===== src/rtl/can_frame_decoder.sv =====
// rtl/can_frame_decoder.sv - CAN bit-level frame field tracker; define CAN_EXT_FRAME_EN to decode extended frames
module can_frame_decoder #(
  parameter int IDLE_BITS = 11
) (
  input  logic       i_Clock,
  input  logic       i_Reset_n,
  input  logic       i_Sample,
  input  logic       i_Data,
  input  logic       i_Stuff,
  input  logic       i_Abort,
  output logic [0:4] o_frame_field,
  output logic [6:0] o_Index,
  output logic       o_Data,
  output logic       o_Valid,
  output logic       o_Ide,
  output logic       o_Rtr,
  output logic [3:0] o_Dlc,
  output logic       o_Frame_done,
  output logic       o_Bus_idle,
  output logic       o_Frame_drop
);

  typedef enum logic [4:0] {
    F_IDLE      = 5'b00000,
    F_SOF       = 5'b00001,
    F_ID_A      = 5'b00010,
    F_RTR_SRR   = 5'b00011,
    F_IDE       = 5'b00100,
    F_ID_B      = 5'b00101,
    F_RTR_EXT   = 5'b00110,
    F_R1        = 5'b00111,
    F_R0        = 5'b01000,
    F_DLC       = 5'b01001,
    F_DATA      = 5'b01010,
    F_CRC       = 5'b01011,
    F_ACK       = 5'b01100,
    F_EOF       = 5'b01101,
    F_INTERM    = 5'b01110,
    F_DELIM     = 5'b10010,
    F_WAIT_IDLE = 5'b11111
  } field_t;

  // Data field length in bits: RTR frames carry none, DLC above 8 saturates at 8 bytes.
  function automatic logic [6:0] data_len(input logic [3:0] dlc, input logic rtr);
    if (rtr)         data_len = 7'd0;
    else if (dlc[3]) data_len = 7'd64;
    else             data_len = {1'b0, dlc[2:0], 3'b000};
  endfunction

  function automatic logic [6:0] field_len(input field_t f, input logic [3:0] dlc, input logic rtr);
    case (f)
      F_ID_A:  field_len = 7'd11;
      F_ID_B:  field_len = 7'd18;
      F_DLC:   field_len = 7'd4;
      F_DATA:  field_len = data_len(dlc, rtr);
      F_CRC:   field_len = 7'd15;
      F_EOF:   field_len = 7'd7;
      F_INTERM: field_len = 7'd3;
      default: field_len = 7'd1;
    endcase
  endfunction

  // Frame position: the field being received and the index of the next bit in it.
  field_t     r_state, w_state;
  logic [6:0] r_count, w_count;
  logic       r_delim2, w_delim2;

  // Registered outputs and their next values.
  field_t     r_field, w_field;
  logic [6:0] r_index, w_index;
  logic       r_data, w_data;
  logic       r_valid, w_valid;
  logic       r_ide, w_ide;
  logic       r_rtr, w_rtr;
  logic [3:0] r_dlc, w_dlc;
  logic       r_done, w_done;
  logic       r_bus_idle;
  logic       r_drop, w_drop;
  logic       w_sof;

  logic w_last;
  logic w_in_frame;
  logic w_stuff_zone;

  assign w_last       = (r_count == field_len(r_state, r_dlc, r_rtr) - 7'd1);
  assign w_in_frame   = (r_state != F_IDLE) && (r_state != F_WAIT_IDLE);
  assign w_stuff_zone = (r_state >= F_ID_A) && (r_state <= F_CRC);

  // Next field/index and output values for the current sample or abort.
  always_comb begin
    w_state  = r_state;
    w_count  = r_count;
    w_delim2 = r_delim2;
    w_field  = r_field;
    w_index  = r_index;
    w_data   = r_data;
    w_valid  = 1'b0;
    w_ide    = r_ide;
    w_rtr    = r_rtr;
    w_dlc    = r_dlc;
    w_done   = 1'b0;
    w_drop   = 1'b0;
    w_sof    = 1'b0;
    if (i_Abort) begin
      w_state = F_WAIT_IDLE;
      w_count = 7'd0;
      w_field = F_WAIT_IDLE;
      w_index = 7'd0;
      w_data  = 1'b1;
      w_drop  = w_in_frame;
    end else if (i_Sample && !(i_Stuff && w_stuff_zone)) begin
      w_valid = 1'b1;
      w_data  = i_Data;
      w_field = r_state;
      w_index = r_count;
      w_count = w_last ? 7'd0 : r_count + 7'd1;
      case (r_state)
        F_IDLE: begin
          // The dominant bit that leaves IDLE is itself the SOF bit.
          if (!i_Data) w_sof = 1'b1;
        end
        F_WAIT_IDLE: begin
          if (!i_Data) begin
            w_count = 7'd0;
            w_index = 7'd0;
          end else if (r_count == 7'(IDLE_BITS - 1)) begin
            w_state = F_IDLE;
            w_count = 7'd0;
            w_field = F_IDLE;
            w_index = 7'd0;
          end else begin
            w_count = r_count + 7'd1;
            w_index = r_count + 7'd1;
          end
        end
        F_ID_A: if (w_last) w_state = F_RTR_SRR;
        F_RTR_SRR: begin
          w_rtr   = i_Data;
          w_state = F_IDE;
        end
        F_IDE: begin
          w_ide = i_Data;
          if (!i_Data) begin
            w_state = F_R0;
          end else begin
`ifdef CAN_EXT_FRAME_EN
            w_state = F_ID_B;
`else
            w_state = F_WAIT_IDLE;
            w_drop  = 1'b1;
`endif
          end
        end
`ifdef CAN_EXT_FRAME_EN
        F_ID_B: if (w_last) w_state = F_RTR_EXT;
        F_RTR_EXT: begin
          w_rtr   = i_Data;
          w_state = F_R1;
        end
        F_R1: w_state = F_R0;
`endif
        F_R0: w_state = F_DLC;
        F_DLC: begin
          w_dlc = {r_dlc[2:0], i_Data};
          if (w_last) w_state = (data_len(w_dlc, r_rtr) == 7'd0) ? F_CRC : F_DATA;
        end
        F_DATA: if (w_last) w_state = F_CRC;
        F_CRC:  if (w_last) w_state = F_DELIM;
        F_DELIM: w_state = r_delim2 ? F_EOF : F_ACK;
        F_ACK: begin
          w_delim2 = 1'b1;
          w_state  = F_DELIM;
        end
        F_EOF: begin
          if (w_last) begin
            w_done  = 1'b1;
            w_state = F_INTERM;
          end
        end
        F_INTERM: begin
          if (!i_Data) begin
            if (w_last) begin
              w_sof = 1'b1;
            end else begin
              w_state = F_WAIT_IDLE;
              w_count = 7'd0;
              w_drop  = 1'b1;
            end
          end else if (w_last) begin
            w_state = F_IDLE;
          end
        end
        default: begin
          w_state = F_WAIT_IDLE;
          w_count = 7'd0;
        end
      endcase
      if (w_sof) begin
        w_field  = F_SOF;
        w_index  = 7'd0;
        w_state  = F_ID_A;
        w_count  = 7'd0;
        w_ide    = 1'b0;
        w_rtr    = 1'b0;
        w_dlc    = 4'd0;
        w_delim2 = 1'b0;
      end
    end
  end

  // State and output registers.
  always_ff @(posedge i_Clock) begin
    if (!i_Reset_n) begin
      r_state    <= F_WAIT_IDLE;
      r_count    <= 7'd0;
      r_delim2   <= 1'b0;
      r_field    <= F_WAIT_IDLE;
      r_index    <= 7'd0;
      r_data     <= 1'b1;
      r_valid    <= 1'b0;
      r_ide      <= 1'b0;
      r_rtr      <= 1'b0;
      r_dlc      <= 4'd0;
      r_done     <= 1'b0;
      r_bus_idle <= 1'b0;
      r_drop     <= 1'b0;
    end else begin
      r_state    <= w_state;
      r_count    <= w_count;
      r_delim2   <= w_delim2;
      r_field    <= w_field;
      r_index    <= w_index;
      r_data     <= w_data;
      r_valid    <= w_valid;
      r_ide      <= w_ide;
      r_rtr      <= w_rtr;
      r_dlc      <= w_dlc;
      r_done     <= w_done;
      r_bus_idle <= (w_state == F_IDLE);
      r_drop     <= w_drop;
    end
  end

  assign o_frame_field = r_field;
  assign o_Index       = r_index;
  assign o_Data        = r_data;
  assign o_Valid       = r_valid;
  assign o_Ide         = r_ide;
  assign o_Rtr         = r_rtr;
  assign o_Dlc         = r_dlc;
  assign o_Frame_done  = r_done;
  assign o_Bus_idle    = r_bus_idle;
  assign o_Frame_drop  = r_drop;

endmodule


===== config.mk =====
export PLATFORM = sky130hd
export DESIGN_NAME = can_frame_decoder
export DESIGN_NICKNAME = d
export VERILOG_FILES = /design/src/rtl/can_frame_decoder.sv
export SDC_FILE = /design/constraint.sdc
export NUM_CORES = 1
export LEC_CHECK = 0
export BUFFER_PORTS_ARGS = -buffer_cell sky130_fd_sc_hd__buf_4
export CORE_MARGIN = 2
export CORE_UTILIZATION = 53
export CTS_CLUSTER_SIZE = 30
export DETAILED_ROUTE_END_ITERATION = 12
export PLACE_DENSITY = 0.76
export RECOVER_POWER = 100
export SYNTH_ARGS = -nofsm -noshare
export SYNTH_HDL_FRONTEND = slang
export SYNTH_SLANG_ARGS = --single-unit

===== constraint.sdc =====
create_clock -name i_Clock -period 3.7 [get_ports i_Clock]
set_input_delay 0.185 -clock i_Clock [delete_from_list [all_inputs] [get_ports i_Clock]]
set_output_delay 0.185 -clock i_Clock [all_outputs]
set_load 0.005 [all_outputs]

Word-level counts from Yosys, hierarchy flattened

Cells that the tools add are included.

Flip-flop bits (word level): 36

$add $sub $neg: 2
$lt $le $gt $ge: 2
Eq/ne operators: 16
Muxes and demuxes: 58
Bitwise gates (word level): 4
Reduce and logical (&&, ||, !) cells: 20

Operator list:

| cell                                                | count |
|---|---|
| two-way mux 7 bit                                   | 16 |
| two-way mux 5 bit                                   | 16 |
| case mux 5 bit (13 select lines)                    | 1 |
| case mux 7 bit (7 select lines)                     | 1 |
| == test 5 x 4 -> 1 bit, second input constant       | 7 |
| case mux 7 bit (3 select lines)                     | 1 |
| two-way mux 1 bit                                   | 19 |
| AND reduction 3 bit                                 | 4 |
| OR reduction 11 bit                                 | 1 |
| == test 5 x 2 -> 1 bit, second input constant       | 2 |
| == test 5 x 3 -> 1 bit, second input constant       | 2 |
| == test 5 bit, second input constant                | 2 |
| zero test 5 bit                                     | 2 |
| two-way mux 4 bit                                   | 2 |
| nonzero test 2 bit                                  | 4 |
| adder 7 x 1 -> 7 bit, second input constant         | 1 |
| == test 7 x 4 -> 1 bit, second input constant       | 1 |
| == test 7 bit                                       | 1 |
| zero test 7 bit                                     | 1 |
| subtractor 7 x 1 -> 7 bit, second input constant    | 1 |
| >= comparator 5 x 2 -> 1 bit, second input constant | 1 |
| <= comparator 5 x 4 -> 1 bit, second input constant | 1 |
| != test 5 bit, second input constant                | 1 |
| nonzero test 5 bit                                  | 1 |
| other kinds (6)                                     | 13 |

Logic depth before layout (Yosys ltp)

Gate-level depths: netlist of run 1.

Depth in word-level cells: 17
Depth in mapped cells: 17
Gate-level depth less buffers: 15

Worst setup path before layout of run 1

OpenSTA, ideal clock, no wires.

Kind: reg-to-reg
Start: register r_state[3]
End: register r_state[0]
Arrival time: 3.496 ns
Required time: 3.580 ns
Slack: 0.085 ns
Cell stages (with the launch flop): 17
Period minus slack after synthesis: 3.615 ns
Cell sequence: dfxtp_1 -> buf_2 -> clkbuf_1 -> buf_1 -> a21oi_1 -> a2bb2oi_1 -> or2_2 -> ha_1 -> xor2_1 -> nand2b_1 -> o31ai_1 -> and4b_1 -> nand4b_4 -> o31ai_2 -> buf_2 -> a21oi_1 -> a211o_1

Cells in the longest elaborated chain, start to end: 12
Elaborated cells on any way between the ends: 40
Those cells by class: add/sub (1); order compare (2); eq/ne (14); mux (18); reduce/logical (5)

Ends and longest elaborated chain:

| what                                                 | line    | text |
|---|---|---|
| start, declared                                      | 64      | `field_t r_state, w_state;` |
| start signal, assigned                               | 228     | `r_state <= w_state;` |
| == test 5 x 4 -> 1 bit, or another cell as far along | 51, 117 |  |
| case mux 7 bit (7 select lines)                      | 51      | `case (f)` |
| subtractor 7 x 1 -> 7 bit                            | 85      | `assign w_last = (r_count == field_len(r_state, r_dlc, r_rtr) - 7'd1);` |
| == test 7 bit                                        | 85      |  |
| two-way mux 1 bit                                    | 182     | `if (w_last) begin` |
| two-way mux 1 bit                                    | 181     | `if (!i_Data) begin` |
| case mux 1 bit (2 select lines)                      | 117     | `case (r_state)` |
| two-way mux 1 bit                                    | 111     | `end else if (i_Sample && !(i_Stuff && w_stuff_zone)) begin` |
| two-way mux 1 bit                                    | 104     | `if (i_Abort) begin` |
| two-way mux 5 bit                                    | 198     | `if (w_sof) begin` |
| two-way mux 5 bit (*)                                | 111     |  |
| two-way mux 5 bit (*)                                | 104     |  |

Mark *: on every way between the ends. The rest lies on a longest branch, timed or not. The select of a mux whose other input is x is not followed.
A chain may end at the register's enable or synchronous reset.

Worst setup path after layout of run 1

Start: register r_state[1]
End: register r_ide, in the netlist o_Ide

Cells in the longest elaborated chain, start to end: 11
Elaborated cells on any way between the ends: 26
Those cells by class: add/sub (1); order compare (2); eq/ne (9); mux (7); reduce/logical (7)

Ends and longest elaborated chain:

| what                                                 | line    | text |
|---|---|---|
| == test 5 x 4 -> 1 bit, or another cell as far along | 51, 117 |  |
| case mux 7 bit (7 select lines)                      | 51      |  |
| subtractor 7 x 1 -> 7 bit                            | 85      |  |
| == test 7 bit                                        | 85      |  |
| two-way mux 1 bit                                    | 182     |  |
| two-way mux 1 bit                                    | 181     |  |
| case mux 1 bit (2 select lines)                      | 117     |  |
| two-way mux 1 bit                                    | 111     |  |
| two-way mux 1 bit                                    | 104     |  |
| nonzero test 2 bit (no line)                         | --      |  |
| AND reduction 3 bit (no line)                        | --      |  |
| end signal, assigned                                 | 235     | `r_ide <= w_ide;` |
| end, declared                                        | 73      | `logic r_ide, w_ide;` |

Parallel ways exist; a longest one is shown, timed or not. The select of a mux whose other input is x is not followed.

==> results of run 1 <==
==> area by class of cell <==
cell class                 count  area, um2
inverter                      12       45.0
clock buffer                   5       68.8
timing repair buffer          43        315
tap                           52       65.1
sequential                    36        721
multi-input combinational    261       1600
clock inverter                 3       18.8
fill                         387       1580
==> worst max-delay path by stage <==
stage	startpoint	end	slack, ps
final	r_state[1]$_SDFF_PN1_	o_Ide$_SDFFE_PN0P_	170
after global routing	r_state[1]$_SDFF_PN1_	o_Ide$_SDFFE_PN0P_	9
after CTS	r_state[1]$_SDFF_PN1_	r_count[6]$_SDFFE_PP0P_	190
after detailed placement	r_state[1]$_SDFF_PN1_	r_count[6]$_SDFFE_PP0P_	230
after global placement	r_state[1]$_SDFF_PN1_	r_count[6]$_SDFFE_PP0P_	350
after floorplan	r_state[3]$_SDFF_PN1_	r_state[0]$_SDFF_PN1_	80
==> worst register-to-register path: stages, from the launching register on <==
cell and delay, ps:
dfxtp_1 430, inv_1 140, nor2_1 140, a21oi_1 80, a2bb2oi_1 130, or2_2 280, ha_1 240, xnor2_1 150
nand2b_1 150, o31ai_1 210, and4b_1 270, nand4b_4 160, o31ai_1 440, buf_4 220, o21ai_0 120, mux2i_1 190
nor2b_1 50
==> power breakdown <==
group	total (mW)	internal, mW	switching (mW)
combinational	0.164	0.0609	0.103
clock	0.288	0.131	0.157
sequential	0.403	0.395	0.00867
total	0.856	0.587	0.269
==> per-stage QoR <==
stage / hold slack [ps] / power (mW) / instances / area [um2]
2_1_floorplan: 313 / 0.519 / 334 / 2460
3_3_place_gp: 459 / 0.575 / 404 / 2750
3_5_place_dp: 466 / 0.572 / 404 / 2750
4_1_cts: 164 / 0.856 / 412 / 2840
5_1_grt: 176 / 0.893 / 412 / 2840
6_report: 166 / 0.856 / 412 / 2840
==> sequential cells by signal, summed over array words and instances, names as in the netlist <==
signal / count
o_Dlc: 4
o_Bus_idle: 1
o_Frame_done: 1
r_count: 7
o_Frame_drop: 1
r_state: 5
o_Valid: 1
o_frame_field: 5
r_delim2: 1
o_Data: 1
o_Rtr: 1
o_Ide: 1
o_Index: 7
==> Yosys cell counts, types with 5 or more instances <==
library cell	count	share of area
and3_1	5	0.013
a2bb2oi_1	5	0.018
nor4_1	5	0.013
or3_1	5	0.013
nor2b_1	7	0.018
nand4_1	5	0.013
a21oi_1	27	0.055
clkbuf_1	18	0.027
inv_1	11	0.017
nor3_1	5	0.010
xnor2_1	7	0.025
dfxtp_1	36	0.29
o21ai_0	22	0.045
nand3_1	12	0.024
nand2_1	29	0.044
nand2b_1	7	0.018
nor2_1	41	0.063
==> kinds of logic after synthesis <==
family	synth area share
AOI/OAI and AO/OA	0.283
muxes	0.0122
adders and majority gates	0.0153
and+or+nand+nor	0.299
buffers and inverters	0.0580
DFF	0.293
xor gates and xnor gates	0.0397
==> layer usage <==
layer  vias up  wire (um)
li1       1264          -
met1      1286       3170
met2       116       3440
met3        17        471
met4         0        177
met5         -          0
==> what timing repair did <==
item	4_1_cts	5_1_grt
gates resized for setup	0	1
buffers inserted	0	0
endpoints found under the hold margin	0	0
setup endpoints to repair	0	15
==> results.sh, run 1 <==
export IMPL_route_detailed_drc=0
export IMPL_hold_end="o_Ide$_SDFFE_PN0P_"
export IMPL_globalRoute_busiestLayer="met2"
export IMPL_detail_route_wirelength_mm=7.26
export IMPL_grt_util_met2=0.482
export IMPL_r2r_setup_slack_ps=170
export IMPL_antenna_cells_inserted=0
export IMPL_synth_seq_area_share=0.293
export IMPL_powerDensity_nw_per_um2=302
export IMPL_floorplan_io_pins=29
export IMPL_clk_pin_slew_ps=80
export IMPL_layout_drive_gt1_share=0.164
export IMPL_layout_worst_path_cycle_share=0.953
export IMPL_timing_max_slew_rel_slack=0.456
export IMPL_fin_util=0.643
export IMPL_run_status="completed"
export IMPL_tritoncts_num_buffers=5
export IMPL_avgViaCountPerCell=6.51
export IMPL_post_synthesis_register_bit_count=36
export IMPL_cts_buffer_depth=2
export IMPL_ant_nets=0
export IMPL_grt_start_max_net_pins=21
export IMPL_synth_edff_count=0
export IMPL_drt_iter0_markers=298
export IMPL_r2r_cells=16
export IMPL_regToRegStartpoint="r_state[1]$_SDFF_PN1_"
export IMPL_cp_depth=16
export IMPL_worst_slack_ps=175
export IMPL_hold_violations=0
export IMPL_port_buffers=28
export IMPL_grt_use_met1=0.392
export IMPL_grt_remaining_overflow=0
export IMPL_chipHeight_um=72.1
export IMPL_post_drt_wl_per_cell_um=17.6
export IMPL_r2r_end="o_Ide$_SDFFE_PN0P_"
export IMPL_initial_core_util=0.557
export IMPL_dpl_ws_ps=233
export IMPL_end_kind="flip-flop"
export IMPL_synthesis_area_um2=2460
export IMPL_hold_path_cell_count=2
export IMPL_postSynthAreaPerCell_um2=7.36
export IMPL_data_required_time_at_the_worst_endpoint_ps=3890
export IMPL_drt_pass1_iterations=6
export IMPL_die_area_um2=5200
export IMPL_worst_path_buf_inv=2
export IMPL_cts_root_buffer="clkbuf_8"
export IMPL_critPathTopFamily="simple AND/OR/NAND/NOR gates"
export IMPL_mostFrequentLayoutCell="nor2_1"
export IMPL_slew_viol_final=0
export IMPL_floorplan_rows=24
export IMPL_highest_achievable_clock_rate_mhz=284
export IMPL_critPathMaxStageDelay_ps=430
export IMPL_grt_use_met3=0.0486
export IMPL_cts_tree="done"
export IMPL_max_vdd_ir_drop_v=0.000205
export IMPL_cts_max_level=2
export IMPL_min_cycle_time_layout_ps=3530
export IMPL_num_nets_final=368
export IMPL_synth_fp_nets=343
export IMPL_worst_path_max_fanout=6
export IMPL_clock_sink_count=36
export IMPL_synth_async_sr_flop_share=0
export IMPL_report_final_setup_viol=0
export IMPL_chipWidth_um=72.1
export IMPL_hold_crit_start="i_Reset_n"
export IMPL_flow_area_growth_from_synthesis_pct=15.4
export IMPL_layout_cells_most_common_list="nor2_1, dfxtp_1, nand2_1"
export IMPL_worst_path_max_delay_cell="dfxtp_1"
export IMPL_first_global_vias=2491
export IMPL_p_leak_nw=1.13
export IMPL_postCtsHoldBufs=0
export IMPL_yosys_warnings=0
export IMPL_dominantRegCellSynth="dfxtp_1"
export IMPL_timing_critical_path_arrival_ps=3720
export IMPL_place_hpwl_mm=5.31
export IMPL_synthCells=334
export IMPL_grtUsageTotal=0.294
export IMPL_clkLatencyLatePin_ps=300
export IMPL_worst_path_most_repeated_cell="o31ai_1"
export IMPL_path_cells="inv_1 > nor2_1 > a21oi_1 > a2bb2oi_1 > or2_2 > ha_1 > xnor2_1 > nand2b_1 > o31ai_1 > and4b_1 > nand4b_4 > o31ai_1 > buf_4 > o21ai_0 > mux2i_1 > nor2b_1"
export IMPL_via_count=2683
export IMPL_synthDistinctLibCells=62
export IMPL_final_setup_tns_ps=0
export IMPL_element_type_at_the_critical_path_start="flip-flop"
export IMPL_grt_antenna_before_repair=0
export IMPL_drv_max_cap_violation_count=0
export IMPL_clk_skew_ps=13.3
export IMPL_core_region_area_um2=4410
export IMPL_grt_setup_unrepaired="no"
export IMPL_critical_path_class="flip-flop to flip-flop"
export IMPL_worst_slew_pin_transition_ps=816
export IMPL_holdCritPathClass="input pin to flip-flop"
export IMPL_place_congestion=0.976
export IMPL_grt_pass1_wl_mm=12.0
Power figures use the tool's default switching activity.
==> run 2: changes to the inputs <==
--- a/config.mk
+++ b/config.mk
@@ -7,10 +7,10 @@
 export LEC_CHECK = 0
 export BUFFER_PORTS_ARGS = -buffer_cell sky130_fd_sc_hd__buf_4
 export CORE_MARGIN = 2
-export CORE_UTILIZATION = 53
+export CORE_UTILIZATION = 33
 export CTS_CLUSTER_SIZE = 30
 export DETAILED_ROUTE_END_ITERATION = 12
-export PLACE_DENSITY = 0.76
+export PLACE_DENSITY = 0.52
 export RECOVER_POWER = 100
 export SYNTH_ARGS = -nofsm -noshare
 export SYNTH_HDL_FRONTEND = slang
==> run 2 against run 1 <==
Sequential power is essentially flat. Sequential share of layout area shrank 0.64 points. Die area grew 57%. Non-clock buffer count grew 2. Final cell count grew 12%. Critical path type unchanged. Critical endpoint is now r_state[3]$_SDFF_PN1_. Largest cell class unchanged.
==> results.sh, run 2 (synthesis results as in run 1) <==
export IMPL_clk_pin_slew_ps=70
export IMPL_cts_tree="done"
export IMPL_critical_path_class="flip-flop to flip-flop"
export IMPL_layout_drive_gt1_share=0.166
export IMPL_hold_crit_start="i_Reset_n"
export IMPL_antenna_cells_inserted=0
export IMPL_post_drt_wl_per_cell_um=16.4
export IMPL_avgViaCountPerCell=5.68
export IMPL_place_congestion=0.929
export IMPL_grtUsageTotal=0.191
export IMPL_cts_buffer_depth=2
export IMPL_grt_start_max_net_pins=22
export IMPL_area_sequential_um2=722
export IMPL_p_leak_nw=1.13
export IMPL_report_final_setup_viol=0
export IMPL_max_vdd_ir_drop_v=0.000183
export IMPL_layout_worst_path_cycle_share=0.921
export IMPL_via_count=2618
export IMPL_ant_nets=0
export IMPL_detail_route_wirelength_mm=7.57
export IMPL_first_global_vias=2436
export IMPL_highest_achievable_clock_rate_mhz=294
export IMPL_clock_sink_count=36
export IMPL_worst_slew_pin_transition_ps=991
export IMPL_place_hpwl_mm=5.52
export IMPL_floorplan_rows=31
export IMPL_grt_pass1_wl_mm=12.7
export IMPL_final_setup_tns_ps=0
export IMPL_cts_max_level=2
export IMPL_core_region_area_um2=7210
export IMPL_grt_antenna_before_repair=0
export IMPL_timing_critical_path_arrival_ps=3630
export IMPL_worst_setup_path_startpoint="r_state[3]$_SDFF_PN1_"
export IMPL_worst_path_max_fanout=16
export IMPL_min_cycle_time_layout_ps=3410
export IMPL_cts_root_buffer="clkbuf_8"
export IMPL_grt_remaining_overflow=0
export IMPL_clk_skew_ps=6.08
export IMPL_holdCritPathClass="input pin to flip-flop"
export IMPL_dp_cells=453
export IMPL_chipHeight_um=90.3
export IMPL_regToRegStartpoint="r_state[3]$_SDFF_PN1_"
export IMPL_tritoncts_num_buffers=5
export IMPL_finalNonFillerCells=461
export IMPL_slew_viol_final=0
export IMPL_route_detailed_drc=0
export IMPL_drt_iter0_markers=264
export IMPL_num_nets_final=370
export IMPL_hold_violations=0
export IMPL_floorplan_io_pins=29
export IMPL_drv_max_cap_violation_count=0
export IMPL_postCtsHoldBufs=0
export IMPL_grt_setup_unrepaired="no"
export IMPL_run_status="completed"
export IMPL_powerDensity_nw_per_um2=296
export IMPL_nFillCells=776
export IMPL_flow_area_growth_from_synthesis_pct=18.6
export IMPL_port_buffers=28
export IMPL_drt_pass1_iterations=5
export IMPL_initial_core_util=0.341
export IMPL_layout_cells_most_common_list="nor2_1, dfxtp_1, nand2_1"
export IMPL_chipWidth_um=90.3
export IMPL_combined_area_of_the_multi_input_logic_cells_um2=1610
export IMPL_end_kind="flip-flop"
export IMPL_clkLatencyLatePin_ps=290
export IMPL_element_type_at_the_critical_path_start="flip-flop"
export IMPL_mostFrequentLayoutCell="nor2_1"
export IMPL_die_area_um2=8160
export IMPL_data_required_time_at_the_worst_endpoint_ps=3920
export IMPL_timing_max_slew_rel_slack=0.340
==> run 2: worst paths after layout <==
path | to | depth (start not counted) | slack (ps)
hold reg to reg | o_frame_field[4]$_SDFFE_PP1P_ | 2 | 480
setup / recovery | r_state[3]$_SDFF_PN1_ | 10 | 290
hold / removal | o_Dlc[0]$_SDFFE_PN0P_ | 2 | 180
setup reg to reg | r_state[3]$_SDFF_PN1_ | 10 | 290
==> run 2: repair_timing <==
action                                  CTS  global route
setup buffers                             0             0
gates resized for setup                   0             5
endpoints found under the setup margin    0            18
endpoints found under the hold margin     0             0
==> run 2: where the power goes <==
part	switching [mW]	leakage [nW]	total [mW]	internal, mW
clock	0.145	0.0510	0.294	0.149
sequential	0.00929	0.291	0.404	0.395
combinational	0.105	0.791	0.166	0.0616
total	0.260	1.13	0.865	0.605
==> run 2: stage by stage <==
stage                     hold WS (ps)  cell area (um2)   util  power, mW  setup slack, ps
after floorplan                    313             2460      -      0.519             84.6
after global placement             460             2820  0.391      0.578              339
after detailed placement           467             2820  0.391      0.576              316
after CTS                          169             2920  0.404      0.874              282
after global routing               179             2920  0.404      0.907             20.8
final                              179             2920  0.404      0.865              293
==> run 2: layout make-up <==
type,count,area share
sequential,36,0.248
inverter,12,0.0154
clock inverter,2,0.00343
timing repair buffer,45,0.109
clock buffer,6,0.0283
tap,99,0.0425
multi-input combinational,261,0.553
==> run 2: metal layers <==
| metal | share of wire | track usage | wire [um] | vias to the layer above |
|---|---|---|---|---|
| met5 | 0 | 0 | 0 | - |
| met4 | 0.0086 | 0.0321 | 65 | 0 |
| met3 | 0.050 | 0.0326 | 376 | 8 |
| met2 | 0.46 | 0.310 | 3500 | 96 |
| met1 | 0.48 | 0.271 | 3630 | 1251 |
| li1 | - | - | - | 1263 |
==> run 2: critical path, stage by stage (launching register included) <==
cell,delay (ps)
dfxtp_1,420
clkbuf_1,380
nor4b_1,520
a31oi_1,140
o221a_2,330
a211o_1,290
xnor2_4,300
nor2_4,100
or4_1,480
a32oi_1,260
nand2b_1,140
==> run 3: changes to the inputs <==
--- a/config.mk
+++ b/config.mk
@@ -7,10 +7,10 @@
 export LEC_CHECK = 0
 export BUFFER_PORTS_ARGS = -buffer_cell sky130_fd_sc_hd__buf_4
 export CORE_MARGIN = 2
-export CORE_UTILIZATION = 33
+export CORE_UTILIZATION = 42
 export CTS_CLUSTER_SIZE = 30
 export DETAILED_ROUTE_END_ITERATION = 12
-export PLACE_DENSITY = 0.52
+export PLACE_DENSITY = 0.61
 export RECOVER_POWER = 100
 export SYNTH_ARGS = -nofsm -noshare
 export SYNTH_HDL_FRONTEND = slang
==> constraint.sdc (replaced) <==
create_clock -name i_Clock -period 3.4 [get_ports i_Clock]
set_input_delay 0.17 -clock i_Clock [delete_from_list [all_inputs] [get_ports i_Clock]]
set_output_delay 0.17 -clock i_Clock [all_outputs]
set_load 0.005 [all_outputs]
==> run 3 against run 2 <==
Largest cell class unchanged. Clock skew is 3.2 ps higher. Critical endpoint is now o_Bus_idle$_SDFF_PN0_. Total power is 9.0% higher. Global-route usage increased by 5.4 points. Worst hold slack got worse by 35 ps. Via count up 3.1%.
==> results.sh, run 3 (synthesis results as in run 1) <==
export IMPL_post_drt_wl_per_cell_um=17.3
export IMPL_core_region_area_um2=5570
export IMPL_min_cycle_time_layout_ps=3320
export IMPL_hold_violations=0
export IMPL_run_status="completed"
export IMPL_initial_core_util=0.441
export IMPL_cts_max_level=2
export IMPL_drv_max_cap_violation_count=0
export IMPL_power_report_internal_total_uw=652
export IMPL_timing_critical_path_arrival_ps=3510
export IMPL_placed_cell_area_um2=2860
export IMPL_worst_slack_ps=78.3
export IMPL_grt_start_max_net_pins=22
export IMPL_ant_nets=0
export IMPL_timing_max_slew_rel_slack=0.584
export IMPL_layout_worst_path_cycle_share=0.977
export IMPL_area_sequential_um2=728
export IMPL_net_switching_power_figure_uw=290
export IMPL_chipWidth_um=80.5
export IMPL_cts_root_buffer="clkbuf_8"
export IMPL_final_setup_tns_ps=0
export IMPL_power_switching_share=0.308
export IMPL_combined_area_of_the_multi_input_logic_cells_um2=1650
export IMPL_cts_buffer_depth=2
export IMPL_data_required_time_at_the_worst_endpoint_ps=3590
export IMPL_max_vdd_ir_drop_v=0.000204
export IMPL_chipHeight_um=80.5
export IMPL_clkLatencyLatePin_ps=300
export IMPL_clk_skew_ps=9.29
export IMPL_slew_viol_final=0
export IMPL_floorplan_io_pins=29
export IMPL_finalNonFillerCells=447
export IMPL_worst_slew_pin_transition_ps=622
export IMPL_clock_sink_count=36
export IMPL_nFillCells=565
export IMPL_grtUsageTotal=0.245
export IMPL_die_area_um2=6480
export IMPL_avgViaCountPerCell=6.04
export IMPL_antenna_cells_inserted=0
export IMPL_pwr_share_clk=0.324
export IMPL_drt_pass1_iterations=6
export IMPL_tritoncts_num_buffers=5
export IMPL_seq_power_share=0.467
export IMPL_route_detailed_drc=0
export IMPL_detail_route_wirelength_mm=7.72
export IMPL_layout_cells_most_common_list="nor2_1, buf_4, dfxtp_1"
export IMPL_report_final_setup_viol=0
export IMPL_fin_util=0.550
export IMPL_via_count=2699
export IMPL_worst_path_max_fanout=8
export IMPL_place_hpwl_mm=5.67
export IMPL_first_global_vias=2397
export IMPL_grt_pass1_wl_mm=12.2
export IMPL_grt_remaining_overflow=0
export IMPL_cts_tree="done"
export IMPL_num_nets_final=383
export IMPL_flow_area_growth_from_synthesis_pct=24.7
export IMPL_final_hold_worst_slack_ps=144
export IMPL_element_type_at_the_critical_path_start="flip-flop"
export IMPL_clk_pin_slew_ps=80
export IMPL_power_uw=942
export IMPL_power_share_combinational=0.208
export IMPL_dp_cells=433
export IMPL_port_buffers=28
export IMPL_place_congestion=1.03
export IMPL_postCtsHoldBufs=0
export IMPL_p_leak_nw=1.23
export IMPL_powerDensity_nw_per_um2=307
export IMPL_dpl_ws_ps=-32.4
export IMPL_final_design_area_no_fill_um2=3070
export IMPL_holdCritPathClass="input pin to flip-flop"
export IMPL_highest_achievable_clock_rate_mhz=301
export IMPL_floorplan_rows=27
export IMPL_grt_setup_unrepaired="yes"
export IMPL_drt_iter0_markers=268
export IMPL_grt_antenna_before_repair=0
export IMPL_end_kind="flip-flop"
export IMPL_layout_drive_gt1_share=0.235
export IMPL_mostFrequentLayoutCell="nor2_1"
export IMPL_critical_path_class="flip-flop to flip-flop"
run 3: cell count changes in the layout (fill, tap and decap cells not counted), sizes merged:
cell    before  now
buf         18   34
clkbuf      33   29
clkinv       3    4
run 3: cell type report:
type / count / area share
Sequential cell: 36 / 0.238
Tap cell: 72 / 0.0294
Inverter: 12 / 0.0147
Clock inverter: 3 / 0.00612
Clock buffer: 5 / 0.0224
Multi-Input combinational cell: 261 / 0.539
Timing Repair Buffer: 58 / 0.151
run 3: path summary, 6_finish.rpt:
| kind | startpoint | endpoint | slack, ps | cells after the start |
|---|---|---|---|---|
| worst max-delay path | r_state[1]$_SDFF_PN1_ | o_Bus_idle$_SDFF_PN0_ | 80 | 14 |
| worst min-delay path | i_Reset_n | o_Rtr$_SDFFE_PN0P_ | 140 | 2 |
| worst max register to register | r_state[1]$_SDFF_PN1_ | o_Bus_idle$_SDFF_PN0_ | 80 | 14 |
| worst min register to register | o_Data$_SDFFE_PP1P_ | o_Data$_SDFFE_PP1P_ | 480 | 2 |
run 3: power by group through the flow:
stage | combinational, mW | clock (mW) | sequential, mW
6_report | 0.196 | 0.306 | 0.440
5_1_grt | 0.214 | 0.332 | 0.441
4_1_cts | 0.185 | 0.317 | 0.439
3_5_place_dp | 0.183 | 0 | 0.449
3_3_place_gp | 0.186 | 0 | 0.449
2_1_floorplan | 0.122 | 0 | 0.444
run 3: per-layer routing:
layer / global-route usage / vias up / wire (um) / share of wire
li1: - / 1299 / - / -
met1: 0.328 / 1247 / 3410 / 0.44
met2: 0.389 / 118 / 3440 / 0.45
met3: 0.0461 / 35 / 602 / 0.078
met4: 0.0949 / 0 / 268 / 0.035
met5: 0 / - / 0 / 0
run 3: critical path, stage by stage, from the launching register on:
cell	delay, ps
dfxtp_4	380
buf_12	120
or3b_4	370
o32a_1	190
inv_2	80
ha_4	200
xor2_2	140
nand2b_1	80
o31ai_1	220
and4b_1	270
nand4b_4	180
o311a_1	360
o21bai_1	200
o211ai_1	120
nor4_1	300
run 3: what timing repair did:
| action | in CTS | in global routing |
|---|---|---|
| gates resized for setup | 2 | 18 |
| endpoints found under the setup margin | 4 | 26 |
| gates cloned | 0 | 1 |
| pin swaps | 0 | 9 |
| buffers inserted | 0 | 5 |
